File: src/rtl/int_controller_pkg.sv
// Shared definitions for the interrupt controller: register offsets, FSM encoding
// and the ID field layout.
package int_controller_pkg;

    localparam int N_SRC_MAX = 31;
    localparam int ID_W      = $clog2(N_SRC_MAX + 1);

    localparam logic [ID_W-1:0] ID_SPURIOUS = 5'h1F;

    localparam logic [2:0] REG_PEND = 3'd0;
    localparam logic [2:0] REG_MASK = 3'd1;
    localparam logic [2:0] REG_MODE = 3'd2;
    localparam logic [2:0] REG_ID   = 3'd3;
    localparam logic [2:0] REG_EOI  = 3'd4;

    typedef enum logic [1:0] {
        ST_IDLE    = 2'd0,
        ST_REQ     = 2'd1,
        ST_SERVICE = 2'd2
    } state_t;

endpackage

File: src/rtl/int_controller_sync.sv
// Per-source input stage: optional 2-flop synchronizer followed by a registered
// copy, giving the clean level and a one-cycle rising-edge pulse.
module int_sync_edge #(
    parameter bit SYNC_EN = 1'b1
) (
    input  logic Clk,
    input  logic Clrn,
    input  logic i_src,
    output logic o_level,
    output logic o_rise
);

    logic w_s;
    logic r_prev;

    if (SYNC_EN) begin : g_sync
        logic r_meta;
        logic r_sync;

        always_ff @(posedge Clk or negedge Clrn) begin
            if (!Clrn) begin
                r_meta <= 1'b0;
                r_sync <= 1'b0;
            end else begin
                r_meta <= i_src;
                r_sync <= r_meta;
            end
        end

        assign w_s = r_sync;
    end else begin : g_nosync
        assign w_s = i_src;
    end

    always_ff @(posedge Clk or negedge Clrn) begin
        if (!Clrn) begin
            r_prev <= 1'b0;
        end else begin
            r_prev <= w_s;
        end
    end

    assign o_level = w_s;
    assign o_rise  = w_s & ~r_prev;

endmodule

File: src/rtl/int_controller.sv
// Memory-mapped interrupt controller: pending/mask/mode registers, fixed priority
// (source 0 highest) and the intr/inta/EOI handshake with the CPU.
//   state   | meaning
//   IDLE    | no request outstanding, intr low
//   REQ     | intr high, waiting for inta
//   SERVICE | handler running, new requests held off until EOI
module int_controller
    import int_controller_pkg::*;
#(
    parameter int N_SRC   = 8,
    parameter bit SYNC_EN = 1'b1
) (
    input  logic             Clk,
    input  logic             Clrn,
    input  logic [N_SRC-1:0] irq_src,
    output logic             intr,
    input  logic             inta,
    input  logic             sel,
    input  logic [2:0]       addr,
    input  logic             we,
    input  logic [31:0]      wdata,
    output logic [31:0]      rdata
);

    logic [N_SRC-1:0] w_s;
    logic [N_SRC-1:0] w_rise;
    logic [N_SRC-1:0] w_req;
    logic [N_SRC-1:0] w_w1c;
    logic [N_SRC-1:0] w_ack_clr;
    logic [N_SRC-1:0] r_pend;
    logic [N_SRC-1:0] r_mask;
    logic [N_SRC-1:0] r_mode;
    logic [ID_W-1:0]  w_win;
    logic [ID_W-1:0]  r_id;
    logic             r_svc;
    logic             r_intr;
    logic             w_wr;
    logic             w_any_req;
    logic             w_eoi_wr;
    logic             w_unused_wdata;
    state_t           r_state;

    for (genvar g = 0; g < N_SRC; g++) begin : g_src
        int_sync_edge #(.SYNC_EN(SYNC_EN)) u_sync (
            .Clk     (Clk),
            .Clrn    (Clrn),
            .i_src   (irq_src[g]),
            .o_level (w_s[g]),
            .o_rise  (w_rise[g])
        );
    end

    assign w_wr           = sel & we;
    assign w_eoi_wr       = w_wr && (addr == REG_EOI);
    assign w_w1c          = (w_wr && (addr == REG_PEND)) ? wdata[N_SRC-1:0] : '0;
    assign w_req          = r_pend & r_mask;
    assign w_any_req      = |w_req;
    assign w_unused_wdata = ^wdata[31:N_SRC];

    always_comb begin
        w_win = '0;
        for (int i = N_SRC - 1; i >= 0; i--) begin
            if (w_req[i]) w_win = ID_W'(i);
        end
    end

    // Only an acknowledged edge-mode winner is cleared; level bits follow the line.
    always_comb begin
        w_ack_clr = '0;
        for (int i = 0; i < N_SRC; i++) begin
            w_ack_clr[i] = (r_state == ST_REQ) && inta && w_any_req &&
                           (w_win == ID_W'(i)) && r_mode[i];
        end
    end

    always_ff @(posedge Clk or negedge Clrn) begin
        if (!Clrn) begin
            r_pend <= '0;
        end else begin
            r_pend <= (r_mode & (w_rise | (r_pend & ~(w_w1c | w_ack_clr)))) |
                      (~r_mode & w_s);
        end
    end

    always_ff @(posedge Clk or negedge Clrn) begin
        if (!Clrn) begin
            r_mask <= '0;
            r_mode <= '0;
        end else begin
            if (w_wr && (addr == REG_MASK)) r_mask <= wdata[N_SRC-1:0];
            if (w_wr && (addr == REG_MODE)) r_mode <= wdata[N_SRC-1:0];
        end
    end

    always_ff @(posedge Clk or negedge Clrn) begin
        if (!Clrn) begin
            r_state <= ST_IDLE;
            r_intr  <= 1'b0;
            r_svc   <= 1'b0;
            r_id    <= '0;
        end else begin
            case (r_state)
                ST_IDLE: begin
                    if (w_any_req) begin
                        r_state <= ST_REQ;
                        r_intr  <= 1'b1;
                    end
                end
                ST_REQ: begin
                    if (inta) begin
                        r_state <= ST_SERVICE;
                        r_intr  <= 1'b0;
                        r_svc   <= 1'b1;
                        r_id    <= w_any_req ? w_win : ID_SPURIOUS;
                    end else if (!w_any_req) begin
                        r_state <= ST_IDLE;
                        r_intr  <= 1'b0;
                    end
                end
                ST_SERVICE: begin
                    if (w_eoi_wr) begin
                        r_state <= ST_IDLE;
                        r_svc   <= 1'b0;
                    end
                end
                default: begin
                    r_state <= ST_IDLE;
                    r_intr  <= 1'b0;
                end
            endcase
        end
    end

    assign intr = r_intr;

    always_comb begin
        rdata = '0;
        if (sel) begin
            case (addr)
                REG_PEND: rdata = 32'(r_pend);
                REG_MASK: rdata = 32'(r_mask);
                REG_MODE: rdata = 32'(r_mode);
                REG_ID:   rdata = {r_svc, {(31 - ID_W){1'b0}}, r_id};
                default:  rdata = '0;
            endcase
        end
    end

endmodule

File: config.mk
export PLATFORM = sky130hd
export DESIGN_NAME = int_controller
export DESIGN_NICKNAME = d
export VERILOG_FILES = /design/src/rtl/int_controller_pkg.sv /design/src/rtl/int_controller_sync.sv /design/src/rtl/int_controller.sv
export SDC_FILE = /design/constraint.sdc
export NUM_CORES = 1
export LEC_CHECK = 0
export ABC_AREA = 1
export CAP_MARGIN = 20
export CORE_UTILIZATION = 52
export CTS_BUF_LIST = sky130_fd_sc_hd__clkbuf_2 sky130_fd_sc_hd__clkbuf_4 sky130_fd_sc_hd__clkbuf_8
export CTS_CLUSTER_DIAMETER = 200
export CTS_CLUSTER_SIZE = 25
export DETAILED_ROUTE_END_ITERATION = 6
export GPL_TIMING_DRIVEN = 0
export PLACE_DENSITY = 0.87
export SETUP_SLACK_MARGIN = 0.1
export SLEW_MARGIN = 15
export SYNTH_ARGS = -nofsm -noshare
export SYNTH_HDL_FRONTEND = slang
export SYNTH_HIERARCHICAL = 1
export SYNTH_SLANG_ARGS = --single-unit
File: constraint.sdc
create_clock -name Clk -period 2.55 [get_ports Clk]
set_input_delay 0.6375 -clock Clk [delete_from_list [all_inputs] [get_ports Clk]]
set_output_delay 0.6375 -clock Clk [all_outputs]
set_load 0.01 [all_outputs]
==> results of run 1 <==
## critical path, stage by stage
cell,delay [ps]
buf_4,140
inv_4,90
nor3_4,50
buf_4,150
a221oi_1,310
nor2_1,80
dlygate4sd2_1,290
## kinds of logic after synthesis
kind of cell,count (synthesis),synth area share
other cells,1,0.00139
buf+inv,75,0.142
compound gates,54,0.132
simple gates,116,0.206
flops,56,0.518
## synth_stat cells
master and number:
nand2_2 4, buf_6 2, a221oi_1 3, buf_4 23, nor2_2 11, nand2_4 2, nor2_4 2, a21oi_1 15
inv_1 47, a211oi_1 2, nand4_1 5, o22ai_1 5, nand3_1 8, a21boi_0 3, a21oi_4 1, o21ai_2 8
conb_1 1, o221ai_1 3, o21ai_0 11, inv_2 3, nor3_4 1, a22oi_1 2, nor3_1 2, o21ai_1 1
nor2_1 27, dfrtp_1 56, nand4_4 1, nand2_1 53
## layout make-up
type                            instances  area (um^2)  area share
Buffer                                 25          195      0.0582
Tap cell                               67         83.8      0.0250
Inverter                               50          193      0.0575
Clock inverter                          2         38.8      0.0116
Multi-Input combinational cell        193         1030       0.309
Clock buffer                            6         76.3      0.0228
Timing Repair Buffer                   35          330      0.0985
Sequential cell                        56         1400       0.418
## layer usage
layer	global-route usage	up-vias	part of all wire
met2	0.356	85	0.48
met1	0.271	980	0.43
met5	0	-	0
li1	-	1042	-
met3	0.0474	8	0.073
met4	0.0876	0	0.013
## cells in the final DEF, fill, tap and decap left out, types with 4 or more instances in the layout
cell type / n
dfrtp_1: 56
nand2_1: 53
dlygate4sd2_1: 8
o21ai_0: 11
nand2_2: 4
nand3_1: 6
buf_4: 27
clkdlybuf4s50_1: 19
o22ai_1: 5
conb_1: 23
inv_1: 45
nor2_2: 11
a21oi_1: 15
o21ai_2: 8
nor2_1: 26
nand4_1: 5
clkbuf_8: 5
## per-stage QoR
stage	std cells	power, uW	setup TNS (ps)
final	434	2360	0
after global routing	434	2500	0
after CTS	434	2370	0
after detailed placement	424	1780	-6370
after global placement	424	1750	-49670
after floorplan	324	1580	0
## state kept, by name (all words and copies together), names as in the netlist
register                    cells
g_src.u_sync/o_level            8
intr                            1
r_state                         2
g_src.u_sync/g_sync.r_meta      8
r_svc                           1
g_src.u_sync/r_prev             8
r_mode                          8
r_pend                          8
r_id                            4
r_mask                          8
## power groups by stage
stage          combinational (uW)  clock (uW)  sequential (uW)
2_1_floorplan                 457           0             1130
3_3_place_gp                  614           0             1140
3_5_place_dp                  632           0             1150
4_1_cts                       635         604             1130
5_1_grt                       716         637             1150
6_report                      637         589             1130
## worst paths after layout
path,from,endpoint,slack [ps],cells past startpoint
min in group Clk,g_src[4].u_sync/g_sync.r_meta,g_src[4].u_sync/o_level,360,0
worst min-delay path,Clrn,g_src[4].u_sync/g_sync.r_meta,360,1
max in group asynchronous,Clrn,r_id[0],1750,1
worst min register to register,g_src[4].u_sync/g_sync.r_meta,g_src[4].u_sync/o_level,360,0
worst max register to register,r_state[1],r_pend[3],1040,8
worst max-delay path,addr[0],rdata[0],150,7
## repair_timing
action / 4_1_cts / 5_1_grt
setup buffers: 2 / 0
resized for setup: 37 / 3
hold buffers: 0 / 0
pin swaps: 1 / 0
setup endpoints to repair: 9 / 4
==> run_results.csv, run 1 <==
group,metric,value,unit
timing,final-hold-violation-count,0,
timing,max_slew_margin,0.554,
clocking,clk_path_buf_depth,2,
timing,maxSlewViolCount,0,
grt,grt_util_all_layers,0.214,
clocking,cts_root_buf,"clkbuf_8",
logic_synthesis,netlist_top_cells_area,"dfrtp_1 (52%), nand2_1 (7.4%), inv_1 (6.5%), buf_4 (6.4%), nor2_1 (3.7%)",
logic_synthesis,synth_top_area_frac,0.518,
worst_hold_path,hp-class,"input port to async pin",
routing,drt_iter0_drc,179,
worst_setup_path,critical_path_arrival,1760,ps
routing,wire_per_inst,12.2,um
layout,final_core_util,0.692,
power,powerDensity,703,mW/mm^2
logic_synthesis,yosysSeqAreaShare,0.518,
power,irDropWorstVdd,0.476,mV
logic_synthesis,synth_area,0.00270,mm^2
placed_design,port_buffers,33,
grt,grt_pass1_vias,1989,
die,fp-row-count,25,
worst_setup_path,end_kind,"output pin",
worst_setup_path,cp-start-kind,"input port",
run_status,outcome,"finished, final reports clean",
die,coreArea,0.00485,mm^2
clocking,clock_sink_count,56,
logic_synthesis,synth.distinct_cells,28,
routing,dr.pass1.iters,4,
routing,final_antenna_net_count,0,
timing,rsz0062_at_grt,"true",
layout,diodes,0,
layout,fillCellCount,378,
routing,vias,2115,
timing,hold_slack,355,ps
layout,fin_area,0.00335,mm^2
logic_synthesis,yosysWarnings,6,
worst_setup_path,critPathMaxFanout,3,
logic_synthesis,synth_area_per_cell,8.95,um^2
power,clockPowerShare,0.250,
timing,fin_worst_skew,7.38,ps
power,combPwrFrac,0.270,
clocking,path_clk_slew,90,ps
grt,antenna_found_initial,0,
power,seqPwrFrac,0.480,
die,die_y,74.1,um
worst_setup_path,required,1910,ps
grt,grt_overflow,0,
timing,worstMarginPinSlew,668,ps
clocking,clk_latency,310,ps
clocking,cts_inserted_buffers,5,
die,io_pins,81,
power,internal_power,1600,uW
placed_design,place_hpwl,3820,um
run,cap_violations,0,
placed_design,gp_congestion,0.904,
grt,grt_pass1_wl,8600,um
worst_setup_path,crit_type,"input port to output pin",
clocking,cts_tree,"yes",
timing,final-setup-viol-count,0,
timing,max_freq,418,MHz
clocking,cts-htree-levels,2,
power,p_switching,759,uW
power,p_sw_frac,0.322,
layout,syn_to_final_growth,24.0,%
power,leakage,0.00178,uW
die,die_area,0.00549,mm^2
logic_synthesis,yosys_register_bits,56,
grt,grt_max_degree,57,
die,die_w,74.1,um
logic_synthesis,yosysTopAreaCell,"dfrtp_1",
placed_design,post-place-ws,-782,ps
die,initial_core_util,0.558,
timing,layout_worst_path_cycle_share,0.939,
timing,period_minus_slack,2400,ps
layout,drive_gt1_frac,0.213,
layout,layout.nets,414,
timing,layout_setup_ws,155,ps
logic_synthesis,synthCells,302,
routing,drt-total-wl,5280,um
placed_design,placed_area,0.00320,mm^2
routing,vias_per_cell,4.87,
routing,drc,0,
(Power assumes the default switching activity.)
==> run 2: changes to the inputs <==
Settings changed: CORE_MARGIN from default to 4, SYNTH_HIERARCHICAL 1 to default.
==> run_results.csv, run 2 <==
group,metric,value,unit
grt,grt_overflow,0,
clocking,clk_path_buf_depth,2,
clocking,clk_latency,310,ps
routing,final_antenna_net_count,0,
logic_synthesis,yosys_register_bits,56,
worst_setup_path,cp-start-kind,"input port",
layout,diodes,0,
routing,dr.pass1.iters,4,
logic_synthesis,synth-edff-count,0,
logic_synthesis,yosysTopAreaCell,"dfrtp_1",
layout,layout.nets,421,
layout,fin_area,0.00344,mm^2
routing,vias_per_cell,5.04,
logic_synthesis,yosysSeqAreaShare,0.518,
run,cap_violations,0,
die,die_area,0.00642,mm^2
grt,grt_pass1_vias,2222,
routing,wire_per_inst,14.2,um
layout,fillCellCount,368,
routing,drt-total-wl,6250,um
clocking,cts_tree,"yes",
timing,max_slew_margin,0.541,
logic_synthesis,synthCells,301,
die,io_pins,81,
layout,final-seq-area,0.00140,mm^2
logic_synthesis,yosysWarnings,0,
run_status,outcome,"finished, final reports clean",
power,leakage,0.00177,uW
power,irDropWorstVdd,0.407,mV
routing,drt_iter0_drc,205,
worst_setup_path,crit_type,"input port to output pin",
worst_setup_path,critical_path_arrival,1780,ps
layout,layout_commonest_cell,"nand2_1",
power,p_sw_frac,0.337,
clocking,path_clk_slew,90,ps
timing,final-setup-viol-count,0,
worst_setup_path,r2r-end,"r_pend[2]",
grt,antenna_found_initial,0,
timing,rsz0062_at_grt,"false",
logic_synthesis,netlist_top_cells_area,"dfrtp_1 (52%), nand2_1 (12%), buf_4 (6.7%), inv_1 (3.7%), nand2_4 (3.3%)",
clocking,cts-htree-levels,2,
timing,maxSlewViolCount,0,
power,seqPwrFrac,0.470,
worst_setup_path,crit_path_start,"addr[0]",
power,internal_power,1600,uW
timing,final-hold-violation-count,0,
clocking,clock_sink_count,56,
placed_design,port_buffers,33,
timing,period_minus_slack,2420,ps
clocking,hold_buffers,0,
die,die_y,80.1,um
routing,drc,0,
placed_design,post-place-ws,-591,ps
power,combPwrFrac,0.286,
worst_setup_path,end_kind,"output pin",
die,fp-row-count,25,
timing,max_freq,414,MHz
placed_design,placed_area,0.00320,mm^2
worst_setup_path,r2r-start,"r_pend[7]",
routing,vias,2223,
placed_design,gp_congestion,0.864,
worst_hold_path,hp-class,"input port to async pin",
die,initial_core_util,0.554,
grt,grt_pass1_wl,10000,um
logic_synthesis,synth_top_area_frac,0.518,
logic_synthesis,async_flop_share,1.00,
timing,fin_worst_skew,7.43,ps
logic_synthesis,synth_area,0.00270,mm^2
layout,stdcell_count,441,
layout,multi_input_area,0.00111,mm^2
grt,grt_util_all_layers,0.207,
worst_setup_path,r2r_slack,1080,ps
logic_synthesis,synth_area_per_cell,8.98,um^2
logic_synthesis,synth_most_common_cell,"nand2_1",
timing,worstMarginPinSlew,689,ps
die,die_w,80.1,um
power,clockPowerShare,0.244,
layout,final_cell_mix,"nand2_1 (89), dfrtp_1 (56), buf_4 (32)",
placed_design,place_hpwl,4060,um
logic_synthesis,ys.flop_type,"dfrtp_1",
worst_setup_path,crit_path_end,"rdata[6]",
power,p_switching,812,uW
clocking,cts_inserted_buffers,5,
worst_setup_path,required,1910,ps
logic_synthesis,synth.distinct_cells,28,
timing,layout_setup_ws,132,ps
layout,syn_to_final_growth,27.3,%
worst_setup_path,reg2reg_depth,12,
power,powerDensity,700,mW/mm^2
worst_setup_path,critPathMaxFanout,10,
die,coreArea,0.00488,mm^2
clocking,cts_root_buf,"clkbuf_8",
logic_synthesis,synthTopCellsByCount,"nand2_1 (90), dfrtp_1 (56), inv_1 (27), buf_4 (24), nor2_1 (12)",
layout,drive_gt1_frac,0.286,
grt,grt_max_degree,57,
layout,final_core_util,0.706,
placed_design,place_inst,423,
timing,layout_worst_path_cycle_share,0.948,
[run 2: cell count changes in the layout (fill, tap and decap cells not counted), sizes merged, moves of 9 or more]
cell   change
a21oi     -10
nor2      -21
buf       +11
a31oi      +9
nand2     +47
inv       -15
[run 2: power by group through the flow]
stage / clock (uW) / sequential (uW) / combinational, uW
after global placement: 0 / 1140 / 620
final: 589 / 1130 / 689
after CTS: 606 / 1130 / 658
after global routing: 633 / 1150 / 769
after detailed placement: 0 / 1150 / 644
after floorplan: 0 / 1130 / 475
[run 2: how the worst min path moves through the flow]
stage / endpoint / slack [ps] / cells after the start
finish: g_src[5].u_sync.g_sync.r_meta / 360 / 1
floorplan: g_src[0].u_sync.o_level / 330 / 0
CTS: g_src[1].u_sync.o_level / 360 / 0
global route: g_src[1].u_sync.o_level / 360 / 0
global placement: g_src[1].u_sync.o_level / 330 / 0
detailed placement: g_src[1].u_sync.o_level / 330 / 0
[run 2: what timing repair did]
item                                   4_1_cts  5_1_grt
resized for setup                           45       12
endpoints found under the hold margin        0        0
setup endpoints to repair                    9        8
pin swaps                                    2        3
setup buffers                                9        1
[run 2: logic make-up after synthesis]
group / count (synthesis) / share of synthesized area
flip-flops: 56 / 0.518
buffers and inverters: 62 / 0.125
other: 1 / 0.00139
AND/OR/NAND/NOR: 143 / 0.256
AO/OA/AOI/OAI: 39 / 0.0995
[run 2: per-stage QoR]
| stage | hold WS (ps) | power (uW) | TNS (ps) |
|---|---|---|---|
| CTS | 358 | 2400 | 0 |
| floorplan | 331 | 1610 | 0 |
| global placement | 332 | 1760 | -48240 |
| finish | 357 | 2410 | 0 |
| global route | 362 | 2560 | 0 |
| detailed placement | 335 | 1790 | -4150 |
[run 2: layer usage]
layer,vias up,share of wire,global-route usage
li1,1055,-,-
met1,1039,0.37,0.240
met2,106,0.52,0.356
met3,23,0.069,0.0392
met4,0,0.034,0.122
met5,-,0,0
[run 2: cell type report]
type | count | share of cell area
plain buffers | 26 | 0.0600
clock buffers | 5 | 0.0200
clock inverters | 3 | 0.0134
inverters | 36 | 0.0407
multi-input cells | 205 | 0.324
flip-flops and latches | 56 | 0.407
well taps | 67 | 0.0243
repair buffers | 43 | 0.111
[run 2: worst max-delay path: stages]
cell	delay (ps)
clkdlybuf4s15_2	250
nor2_4	140
nand2_4	80
inv_2	80
buf_6	140
nand2_1	60
nand3_1	80
nand2_1	50
inv_1	60
clkdlybuf4s15_2	210
